`config.mk`:
```
export PLATFORM = sky130hd
export DESIGN_NAME = enc_stream_merger
export DESIGN_NICKNAME = d
export VERILOG_FILES = /design/src/rtl/enc_stream_merger_pkg.sv /design/src/rtl/enc_merge_mux.sv /design/src/rtl/enc_stream_merger.sv
export SDC_FILE = /design/constraint.sdc
export NUM_CORES = 1
export LEC_CHECK = 0
export BUFFER_PORTS_ARGS = -buffer_cell sky130_fd_sc_hd__clkbuf_2
export CAP_MARGIN = 20
export CORE_ASPECT_RATIO = 1.1
export CORE_MARGIN = 4
export CORE_UTILIZATION = 42
export CTS_CLUSTER_DIAMETER = 40
export DETAILED_ROUTE_END_ITERATION = 12
export SETUP_SLACK_MARGIN = 0.1
export SYNTH_ARGS = -nofsm -noshare
export SYNTH_HDL_FRONTEND = slang
export SYNTH_HIERARCHICAL = 1
export SYNTH_SLANG_ARGS = --single-unit
```
`constraint.sdc`:
```
create_clock -name clk -period 8.92 [get_ports clk]
set_input_delay 0.446 -clock clk [delete_from_list [all_inputs] [get_ports clk]]
set_output_delay 0.446 -clock clk [all_outputs]
set_load 0.02 [all_outputs]
```
`src/rtl/enc_stream_merger_pkg.sv`:
```
`default_nettype none
// ============================================================================
//  Module      : enc_stream_merger_pkg
//  Description : Shared types and defaults for the RS encoder output merger.
//                Holds the beat-phase encoding, the symbol width and the
//                default parity length.
//  Revision    : 1.0 - initial release
// ============================================================================
package enc_stream_merger_pkg;

  localparam int EGF_DIM     = 8;   // bits per Galois-field symbol
  localparam int RSC_PAR_LEN = 16;  // default parity symbols per codeword

  // What an output beat is made of:
  //   SEL_MES : message only
  //   SEL_MTP : message tail followed by parity head
  //   SEL_PAR : parity only
  //   SEL_PTM : parity tail followed by the next codeword's message head
  typedef enum logic [1:0] {
    SEL_MES = 2'd0,
    SEL_MTP = 2'd1,
    SEL_PAR = 2'd2,
    SEL_PTM = 2'd3
  } sel_phase_t;

endpackage
`default_nettype wire

```
`src/rtl/enc_merge_mux.sv`:
```
`default_nettype none
// ============================================================================
//  Module      : enc_merge_mux
//  Description : Combinational lane mux that builds one output beat from the
//                message head window and the parity register.
//  Ports       : phase    - beat composition
//                cnt      - m (MTP: message symbols) or p (PTM: parity symbols)
//                mes_data - message window, lane SYM-1 oldest
//                par_data - parity block, index PAR_LEN-1 transmitted first
//                par_off  - parity symbols already transmitted from par_data
//                beat     - assembled beat, lane SYM-1 earliest
//  Revision    : 1.0 - initial release
// ============================================================================
module enc_merge_mux
  import enc_stream_merger_pkg::*;
#(
  parameter  int SYM     = 4,
  parameter  int DIM     = EGF_DIM,
  parameter  int PAR_LEN = RSC_PAR_LEN,
  localparam int CW      = $clog2(SYM + 1),
  localparam int OW      = $clog2(PAR_LEN + 1)
) (
  input  sel_phase_t             phase,
  input  logic [CW-1:0]          cnt,
  input  logic [SYM*DIM-1:0]     mes_data,
  input  logic [PAR_LEN*DIM-1:0] par_data,
  input  logic [OW-1:0]          par_off,
  output logic [SYM*DIM-1:0]     beat
);

  // k-th oldest message symbol of the window
  function automatic logic [DIM-1:0] mes_sym(input logic [SYM*DIM-1:0] v, input int k);
    if (k < 0 || k >= SYM) return '0;
    return DIM'(v >> ((SYM - 1 - k) * DIM));
  endfunction

  // parity symbol at absolute index idx
  function automatic logic [DIM-1:0] par_sym(input logic [PAR_LEN*DIM-1:0] v, input int idx);
    if (idx < 0 || idx >= PAR_LEN) return '0;
    return DIM'(v >> (idx * DIM));
  endfunction

  int             w_n;
  int             w_off;
  logic [DIM-1:0] w_sym;

  // pos counts beat positions in transmission order (0 = lane SYM-1)
  always_comb begin
    w_n   = int'(cnt);
    w_off = int'(par_off);
    w_sym = '0;
    beat  = '0;
    for (int pos = 0; pos < SYM; pos++) begin
      case (phase)
        SEL_MES: w_sym = mes_sym(mes_data, pos);
        SEL_MTP: w_sym = (pos < w_n) ? mes_sym(mes_data, pos)
                                     : par_sym(par_data, PAR_LEN - 1 - w_off - (pos - w_n));
        SEL_PAR: w_sym = par_sym(par_data, PAR_LEN - 1 - w_off - pos);
        default: w_sym = (pos < w_n) ? par_sym(par_data, PAR_LEN - 1 - w_off - pos)
                                     : mes_sym(mes_data, pos - w_n);
      endcase
      beat[(SYM-1-pos)*DIM +: DIM] = w_sym;
    end
  end

endmodule
`default_nettype wire

```
`src/rtl/enc_stream_merger.sv`:
```
`default_nettype none
// ============================================================================
//  Module      : enc_stream_merger
//  Description : Merges the message stream and per-codeword parity blocks
//                into a continuous stream of SYM-symbol beats, tracking the
//                codeword position with runtime shortening.
//  Ports       : cfg_mes_len            - message length, sampled at codeword start
//                mes_data/mes_avail     - message head window and its fill level
//                mes_pop                - message symbols consumed (combinational)
//                par_in_data/valid/ready- parity block handshake
//                out_data/valid/ready   - output beat handshake
//                out_last               - beat holds the final parity symbol
//  Revision    : 1.0 - initial release
// ============================================================================
module enc_stream_merger
  import enc_stream_merger_pkg::*;
#(
  parameter  int SYM         = 4,
  parameter  int DIM         = EGF_DIM,
  parameter  int PAR_LEN     = RSC_PAR_LEN,
  parameter  int MES_LEN_MAX = 239,
  localparam int MW          = $clog2(MES_LEN_MAX + 1),
  localparam int AW          = $clog2(SYM + 1),
  localparam int PW          = $clog2(PAR_LEN + 1)
) (
  input  logic                   clk,
  input  logic                   rst_n,
  input  logic [MW-1:0]          cfg_mes_len,
  input  logic [SYM*DIM-1:0]     mes_data,
  input  logic [AW-1:0]          mes_avail,
  output logic [AW-1:0]          mes_pop,
  input  logic [PAR_LEN*DIM-1:0] par_in_data,
  input  logic                   par_in_valid,
  output logic                   par_in_ready,
  output logic [SYM*DIM-1:0]     out_data,
  output logic                   out_valid,
  input  logic                   out_ready,
  output logic                   out_last
);

  localparam logic [MW-1:0] SYM_M = MW'(SYM);
  localparam logic [PW-1:0] SYM_P = PW'(SYM);
  localparam logic [AW-1:0] SYM_A = AW'(SYM);
  localparam logic [PW-1:0] PAR_P = PW'(PAR_LEN);

  logic [MW-1:0]          r_mes_left;
  logic [PW-1:0]          r_par_left;
  logic                   r_boundary;
  logic [PAR_LEN*DIM-1:0] r_par;
  logic                   r_par_full;

  logic [MW-1:0]          w_mes_eff;
  logic [PW-1:0]          w_par_eff;
  logic [PW-1:0]          w_par_off;
  sel_phase_t             w_phase;
  logic [AW-1:0]          w_cnt;
  logic [AW-1:0]          w_need_mes;
  logic                   w_need_par;
  logic [MW-1:0]          w_mes_nxt;
  logic [PW-1:0]          w_par_nxt;
  logic                   w_bnd_nxt;
  logic                   w_last;
  logic                   w_par_done;
  logic                   w_ready;
  logic                   w_load;
  logic [SYM*DIM-1:0]     w_beat;

  // At a boundary the counters behave as if already reloaded from cfg.
  assign w_mes_eff = r_boundary ? cfg_mes_len : r_mes_left;
  assign w_par_eff = r_boundary ? PAR_P : r_par_left;
  assign w_par_off = PAR_P - w_par_eff;

  always_comb begin
    w_phase    = SEL_PAR;
    w_cnt      = '0;
    w_need_mes = '0;
    w_need_par = 1'b1;
    w_mes_nxt  = w_mes_eff;
    w_par_nxt  = w_par_eff;
    w_bnd_nxt  = 1'b0;
    w_last     = 1'b0;
    w_par_done = 1'b0;
    if (w_mes_eff >= SYM_M) begin
      w_phase    = SEL_MES;
      w_need_mes = SYM_A;
      w_need_par = 1'b0;
      w_mes_nxt  = w_mes_eff - SYM_M;
    end else if (w_mes_eff != '0) begin
      w_phase    = SEL_MTP;
      w_cnt      = AW'(w_mes_eff);
      w_need_mes = AW'(w_mes_eff);
      w_mes_nxt  = '0;
      w_par_nxt  = w_par_eff - (SYM_P - PW'(w_mes_eff));
    end else if (w_par_eff >= SYM_P) begin
      w_phase    = SEL_PAR;
      w_par_nxt  = w_par_eff - SYM_P;
      if (w_par_eff == SYM_P) begin
        w_bnd_nxt  = 1'b1;
        w_last     = 1'b1;
        w_par_done = 1'b1;
      end
    end else begin
      // Parity tail shares the beat with the next codeword's first symbols,
      // so that codeword starts here rather than through the boundary flag.
      w_phase    = SEL_PTM;
      w_cnt      = AW'(w_par_eff);
      w_need_mes = SYM_A - AW'(w_par_eff);
      w_mes_nxt  = cfg_mes_len - MW'(SYM_A - AW'(w_par_eff));
      w_par_nxt  = PAR_P;
      w_last     = 1'b1;
      w_par_done = 1'b1;
    end
  end

  assign w_ready      = (w_need_mes <= mes_avail) && (!w_need_par || r_par_full);
  assign w_load       = w_ready && (!out_valid || out_ready);
  assign mes_pop      = w_load ? w_need_mes : '0;
  assign par_in_ready = !r_par_full;

  enc_merge_mux #(
    .SYM     (SYM),
    .DIM     (DIM),
    .PAR_LEN (PAR_LEN)
  ) u_mux (
    .phase    (w_phase),
    .cnt      (w_cnt),
    .mes_data (mes_data),
    .par_data (r_par),
    .par_off  (w_par_off),
    .beat     (w_beat)
  );

  always_ff @(posedge clk or negedge rst_n) begin
    if (!rst_n) begin
      out_data   <= '0;
      out_valid  <= 1'b0;
      out_last   <= 1'b0;
      r_mes_left <= '0;
      r_par_left <= '0;
      r_boundary <= 1'b1;
      r_par      <= '0;
      r_par_full <= 1'b0;
    end else begin
      if (w_load) begin
        out_data   <= w_beat;
        out_last   <= w_last;
        out_valid  <= 1'b1;
        r_mes_left <= w_mes_nxt;
        r_par_left <= w_par_nxt;
        r_boundary <= w_bnd_nxt;
      end else if (out_ready) begin
        out_valid  <= 1'b0;
      end
      // Fill and drain are exclusive: fill needs empty, drain needs full.
      if (par_in_valid && !r_par_full) begin
        r_par      <= par_in_data;
        r_par_full <= 1'b1;
      end else if (w_load && w_par_done) begin
        r_par_full <= 1'b0;
      end
    end
  end

endmodule
`default_nettype wire
```
Word-level counts from Yosys, hierarchy flattened
Index checks and enable logic that the tools add are counted.
- flip-flop bits (word level): 177
- memories kept: 0
- memory bits (writable): 0
- bits in latches: 0
- bits in read-only memories: 0
- logic and storage cells: 200
- $lt $le $gt $ge: 31
- shift-type cells: 12
- add/sub/neg operators: 24
- bitwise gates (word level): 0
- multipliers: 0
- reduce and logical (&&, ||, !) cells: 25
- mux-type cells: 97
- equality and inequality tests: 3
- divide/modulo/power cells: 0
- operators by type and width (cell ; number):
    $shr 128x32->8 ; 8
    $mux 8 ; 40
    $ge 32x6->1 const B ; 7
    $lt 32x1->1 const B ; 7
    $shr 32x32->8 ; 4
    $pmux 8 s3 ; 4
    $mux 1 ; 40
    $sub 6x4->7 ; 4
    $mux 3 ; 7
    $mux 5 ; 4
    $sub 3x4->5 const A ; 4
    $ge 4x4->1 const B ; 4
    $lt 4x1->1 const B ; 4
    $logic_or 1x1->1 ; 14
    $sub 6x3->7 const B ; 2
    $ge 8x3->1 const B ; 1
    $reduce_bool 8->1 ; 1
    $sub 1x3->4 const A ; 2
    $sub 2x3->4 const A ; 2
    $sub 8x3->8 const B ; 1
    $sub 8x8->8 ; 1
    $sub 6x2->7 const B ; 1
    $ge 6x6->1 const B ; 1
    $lt 1x3->1 const A ; 2
    other kinds (20) ; 27

Depth between registers and ports, before layout
- depth after elaboration: 14
- gate-level depth with buffers: 30
- gate-level depth less buffers: 22

Hierarchy
Netlist, hierarchy kept.
- by module, submodules not included (module ; area an instance (µm²) ; times used ; cells an instance ; sequential area each (µm²)):
    enc_merge_mux ; 10740.3 ; 1 ; 887 ; 0.0
    enc_stream_merger ; 7962.6 ; 1 ; 651 ; 4430.5

Worst setup path after synthesis
No wires, ideal clock.
- kind: register to register
- from: register r_boundary
- to: register out_data[24]
- setup slack: 1727 ps
- clock period less this slack: 7193 ps
- required time: 8803 ps
- library setup time: 117 ps
- cell stages (with the launch flop): 31
- arrival time: 7076 ps
- cells stage by stage: dfstp_2 > buf_6 > buf_2 > nor2b_1 > inv_1 > ha_1 > a211oi_1 > and2_1 > buf_2 > o21ai_2 > inv_2 > o21ai_2 > a21oi_1 > clkbuf_1 > clkbuf_1 > inv_1 > ha_1 > clkbuf_1 > clkbuf_1 > inv_1 > fa_1 > buf_2 > buf_2 > buf_1 > mux4_2 > mux2i_1 > mux2i_1 > a221oi_1 > nor2_1 > nand2_1 > nand2_1
- elaborated cells on any way between the ends: 54
- RTL lines (element ; RTL line ; text):
    start: declaration ; enc_stream_merger.sv:48 ; logic r_boundary;
    start signal: assignment ; enc_stream_merger.sv:150 ; r_boundary <= w_bnd_nxt;
    $mux 5 (*) ; enc_stream_merger.sv:70 ; assign w_par_eff = r_boundary ? PAR_P : r_par_left;
    named net w_par_eff[0] ; enc_stream_merger.sv:53 ; logic [PW-1:0] w_par_eff;
    $ge 5x3->1 (*) ; enc_stream_merger.sv:94 ; end else if (w_par_eff >= SYM_P) begin
    $mux 1 (*) ; enc_stream_merger.sv:94 ;
    $mux 2 (*) ; enc_stream_merger.sv:88 ; end else if (w_mes_eff != '0) begin
    $mux 2 (*) ; enc_stream_merger.sv:83 ; if (w_mes_eff >= SYM_M) begin
    named net w_phase[0] ; enc_stream_merger.sv:55 ; sel_phase_t w_phase;
    $eq 2x2->1, or another cell as far along ; enc_merge_mux.sv:54 ; case (phase)
    $pmux 8 s3 (*) ; enc_merge_mux.sv:54 ;
    named net w_beat[24] ; enc_stream_merger.sv:66 ; logic [SYM*DIM-1:0] w_beat;
    end signal: assignment ; enc_stream_merger.sv:145 ; out_data <= w_beat;
    end: declaration ; enc_stream_merger.sv:35 ; output logic [SYM*DIM-1:0] out_data,
The timed path passes the listed nets; every way through them passes the cells marked *. The select of a mux whose other input is x is not followed.
A chain may end at the register's enable or synchronous reset.

Final worst setup path
- from: register r_boundary
- to: register out_data[28]
- elaborated cells on any way between the ends: 54
- RTL lines (element ; RTL line):
    $mux 5 ; enc_stream_merger.sv:70
    $ge 5x3->1 ; enc_stream_merger.sv:94
    $mux 1 ; enc_stream_merger.sv:94
    $mux 2 ; enc_stream_merger.sv:88
    $mux 2 (*) ; enc_stream_merger.sv:83
    named net w_phase[0] ; enc_stream_merger.sv:55
    $eq 2x2->1, or another cell as far along ; enc_merge_mux.sv:54
    $pmux 8 s3 (*) ; enc_merge_mux.sv:54
    named net w_beat[28] ; enc_stream_merger.sv:66
Marked as above.

==> results.py <==
metrics = {
    "routing": {
        "first_iter_violations": 2319,
        "detailroute.via_count": 15590,
        "route.detailed.drc": 0,
        "wl_cell_um": 28.85,
        "detail_route.wirelength_um": 65560,
        "vias_per_cell": 6.860,
        "drtAntennaViolNets": 0,
        "drt-pass1-iter-count": 8,
    },
    "yosys": {
        "synth_top_area_cell": "sky130_fd_sc_hd__mux4_2",
        "async_flop_share": 1.000,
        "syn-mean-instance-area_um2": 12.16,
        "post_synth_num_cell_types": 77,
        "syn-cell-area_um2": 18700,
        "postSynthCellCount": 1538,
        "yosys_synthesis_warning_count": 6,
        "ys_top_cells_by_area": "sky130_fd_sc_hd__mux4_2 36%, sky130_fd_sc_hd__dfrtp_1 24%, sky130_fd_sc_hd__mux2_2 8.2%",
        "synthesis.nets": 1773,
        "postSynthRegisterBits": 177,
        "synth_flop_cell": "sky130_fd_sc_hd__dfrtp_1",
        "synth_top_cell_area_share": 0.3552,
        "seq_area_frac_synth": 0.2369,
        "synth-edff-count": 0,
    },
    "sta": {
        "min_period_over_period": 0.8222,
        "hold_slack_ns": 0.1926,
        "final_hold_viol_count": 0,
        "skew_ns": 0.02239,
        "rsz0062_at_grt": "no",
        "timing.fmax_ghz": 0.1364,
        "slew_headroom": 0.2095,
        "finalMaxSlewViolations": 0,
        "setup_tns_ns": 0,
        "final_min_period_ns": 7.334,
        "worst_slack_ns": 1.586,
        "tightestPinTransition_ns": 1.177,
        "finalSetupViolations": 0,
    },
    "place": {
        "dp.cells": 2236,
        "finalWeightedCongestion": 0.9459,
        "detailedPlace.worstSlack_ns": 1.716,
        "port_buffers": 212,
        "place.detailed.hpwl_um": 46770,
    },
    "clock_network": {
        "clock-root-buffer": "sky130_fd_sc_hd__clkbuf_16",
        "cts-root-to-sink-buffers": 2,
        "cts.sinks": 177,
        "htree_num_levels": 4,
        "tritoncts.num_buffers": 17,
        "clk_transition_reported_paths_ns": 0.08,
        "tritoncts": "done",
        "cts-resized-gates": 0,
        "clk-insertion-delay-late_ns": 0.49,
    },
    "grt": {
        "grt_start_max_net_pins": 121,
        "wire_length_of_the_first_global_routing_pass_um": 100200,
        "antenna_found_initial": 1,
        "global_route.usage.total": 0.2709,
        "grt_pass1_vias": 15230,
        "grt_overflow_total": 0,
    },
    "job": {
        "max-cap-violations": 0,
    },
    "floorplan": {
        "ioPinCount": 213,
        "fp.dieH_um": 229.3,
        "placement_rows": 80,
        "chipWidth_um": 209.2,
        "core_region_area_um2": 43740,
        "fp.dieArea_um2": 47970,
        "floorplan.initialDensity": 0.4276,
    },
    "worst_setup_path": {
        "timing.critical_path.fanout_max": 30,
        "worst_setup_path_end_kind": "flop",
        "worstSetupStartpointType": "flop",
        "timing.critical_path.required_ns": 9.30,
        "critical_path_class": "flop to flop",
        "worst-r2r-cell-count": 23,
        "cp.arrival_ns": 7.71,
    },
    "finish": {
        "area_of_the_multi_input_gates_um2": 13630,
        "ff_latch_area_um2": 4431,
        "design.final.nets": 1920,
        "drive_gt1_frac": 0.4441,
        "finish.cell_count_without_fillers": 2272,
        "n_fill_cell": 3944,
        "n_antenna_cell": 0,
        "area.growth.synth_to_final_pct": 12.18,
    },
    "worst_hold_path": {
        "min_path_type": "primary input to flop",
        "hold-path-cell-count": 2,
    },
    "status": {
        "run_status": "finished, final reports clean",
    },
}
## stage by stage
stage               instance area (um^2)  utilization
global placement                   20270       0.4634
CTS                                20910       0.4781
global route                       20980       0.4797
floorplan                          18700            -
finish                             20980       0.4797
detailed placement                 20270       0.4634
## critical path, stage by stage, from the launching register on
cell                       delay (ns)
sky130_fd_sc_hd__dfstp_2         1.00
sky130_fd_sc_hd__nand2b_1        0.28
sky130_fd_sc_hd__inv_2           0.09
sky130_fd_sc_hd__ha_1            0.22
sky130_fd_sc_hd__a211oi_1        0.50
sky130_fd_sc_hd__and2_1          0.45
sky130_fd_sc_hd__o21ai_2         0.15
sky130_fd_sc_hd__inv_2           0.24
sky130_fd_sc_hd__nand2_1         0.17
sky130_fd_sc_hd__inv_1           0.09
sky130_fd_sc_hd__buf_4           0.41
sky130_fd_sc_hd__inv_1           0.20
sky130_fd_sc_hd__ha_1            0.32
sky130_fd_sc_hd__buf_4           0.30
sky130_fd_sc_hd__inv_1           0.16
sky130_fd_sc_hd__fa_1            1.03
sky130_fd_sc_hd__buf_4           0.42
sky130_fd_sc_hd__mux4_2          0.35
sky130_fd_sc_hd__mux2i_1         0.14
sky130_fd_sc_hd__mux2i_1         0.15
sky130_fd_sc_hd__a221oi_1        0.33
sky130_fd_sc_hd__nor2_1          0.09
sky130_fd_sc_hd__nand2_1         0.07
sky130_fd_sc_hd__nand2_1         0.06
## layout make-up
type	count	area share
Multi-Input combinational cell	1203	0.6498
Sequential cell	177	0.2112
Timing Repair Buffer	251	0.06840
Tap cell	574	0.03423
Clock buffer	17	0.02028
Clock inverter	15	0.009899
Inverter	35	0.006262
## worst paths after layout
kind	slack (ns)	to	start
max	1.59	out_data[28]	r_boundary
min	0.19	r_par[66]	par_in_data[66]
max reg2reg	1.59	out_data[28]	r_boundary
min reg2reg	0.47	out_data[5]	out_data[5]
max in group asynchronous	7.28	r_par[112]	rst_n
min in group asynchronous	0.44	r_par[77]	rst_n
## sequential cells by signal (all words and copies together) (netlist names)
register    count
r_par         128
r_mes_left      8
r_par_left      5
out_last        1
r_boundary      1
r_par_full      1
out_valid       1
out_data       32
## cell families (layout without fill, tap and decap cells)
group,count (synthesis),after routing,synth area share
multiplexers,517,517,0.4858
AND/OR/NAND/NOR,339,339,0.08202
AO/OA/AOI/OAI,253,253,0.09513
flip-flops,177,177,0.2369
buffers and inverters,158,318,0.04027
adder cells (fa/ha/maj),63,63,0.04415
XOR/XNOR,31,31,0.01572
## layer usage
| layer | wire [um] | part of all wire | GRT usage |
|---|---|---|---|
| met4 | 1980 | 0.030 | 0.08016 |
| met3 | 8313 | 0.13 | 0.08909 |
| met1 | 26120 | 0.40 | 0.3842 |
| met5 | 0 | 0 | 0 |
| met2 | 29140 | 0.44 | 0.3997 |
## synthesized netlist by cell type (6+ instances only)
cell type	instances
sky130_fd_sc_hd__mux4_2	295
sky130_fd_sc_hd__nand2_1	184
sky130_fd_sc_hd__dfrtp_1	176
sky130_fd_sc_hd__mux2_2	137
sky130_fd_sc_hd__mux2i_1	82
sky130_fd_sc_hd__a21oi_1	62
sky130_fd_sc_hd__ha_1	54
sky130_fd_sc_hd__nor2_1	53
sky130_fd_sc_hd__clkbuf_1	46
sky130_fd_sc_hd__buf_2	41
sky130_fd_sc_hd__o21ai_0	36
sky130_fd_sc_hd__inv_1	31
sky130_fd_sc_hd__nand3_1	29
sky130_fd_sc_hd__nor2b_1	17
sky130_fd_sc_hd__nor3_1	16
sky130_fd_sc_hd__a221o_1	15
sky130_fd_sc_hd__buf_4	15
sky130_fd_sc_hd__o22ai_1	15
sky130_fd_sc_hd__xnor2_1	15
sky130_fd_sc_hd__a21o_1	14
sky130_fd_sc_hd__a2bb2oi_1	14
sky130_fd_sc_hd__buf_1	14
sky130_fd_sc_hd__o21a_1	13
sky130_fd_sc_hd__xor2_1	13
sky130_fd_sc_hd__a22oi_1	11
sky130_fd_sc_hd__a221oi_1	9
sky130_fd_sc_hd__a222oi_1	8
sky130_fd_sc_hd__nand2b_1	8
sky130_fd_sc_hd__o31a_1	8
sky130_fd_sc_hd__a211oi_1	7
sky130_fd_sc_hd__buf_6	7
sky130_fd_sc_hd__o21bai_1	7
sky130_fd_sc_hd__fa_1	6
## placed cells by master, fill, tap and decap left out, types with 12 or more instances in the layout
| master | count |
|---|---|
| sky130_fd_sc_hd__o22ai_1 | 15 |
| sky130_fd_sc_hd__clkbuf_16 | 17 |
| sky130_fd_sc_hd__a21o_1 | 14 |
| sky130_fd_sc_hd__a21oi_1 | 61 |
| sky130_fd_sc_hd__nor3_1 | 15 |
| sky130_fd_sc_hd__mux2i_1 | 82 |
| sky130_fd_sc_hd__dfrtp_1 | 176 |
| sky130_fd_sc_hd__nor2b_1 | 15 |
| sky130_fd_sc_hd__clkbuf_2 | 211 |
| sky130_fd_sc_hd__a2bb2oi_1 | 14 |
| sky130_fd_sc_hd__a221o_1 | 15 |
| sky130_fd_sc_hd__nor2_1 | 52 |
| sky130_fd_sc_hd__mux2_2 | 137 |
| sky130_fd_sc_hd__buf_4 | 33 |
| sky130_fd_sc_hd__ha_1 | 51 |
| sky130_fd_sc_hd__mux4_2 | 295 |
| sky130_fd_sc_hd__o21a_1 | 13 |
| sky130_fd_sc_hd__inv_1 | 31 |
| sky130_fd_sc_hd__nand2_1 | 184 |
| sky130_fd_sc_hd__nand3_1 | 29 |
| sky130_fd_sc_hd__xor2_1 | 12 |
| sky130_fd_sc_hd__o21ai_0 | 36 |
## timing repair
item	4_1_cts	5_1_grt
hold buffers	1	0
buffers inserted	0	0
hold endpoints to repair	38	0
Power is not shown: default switching activity piles up to over one toggle a cycle in this logic, so the estimate is an artifact.
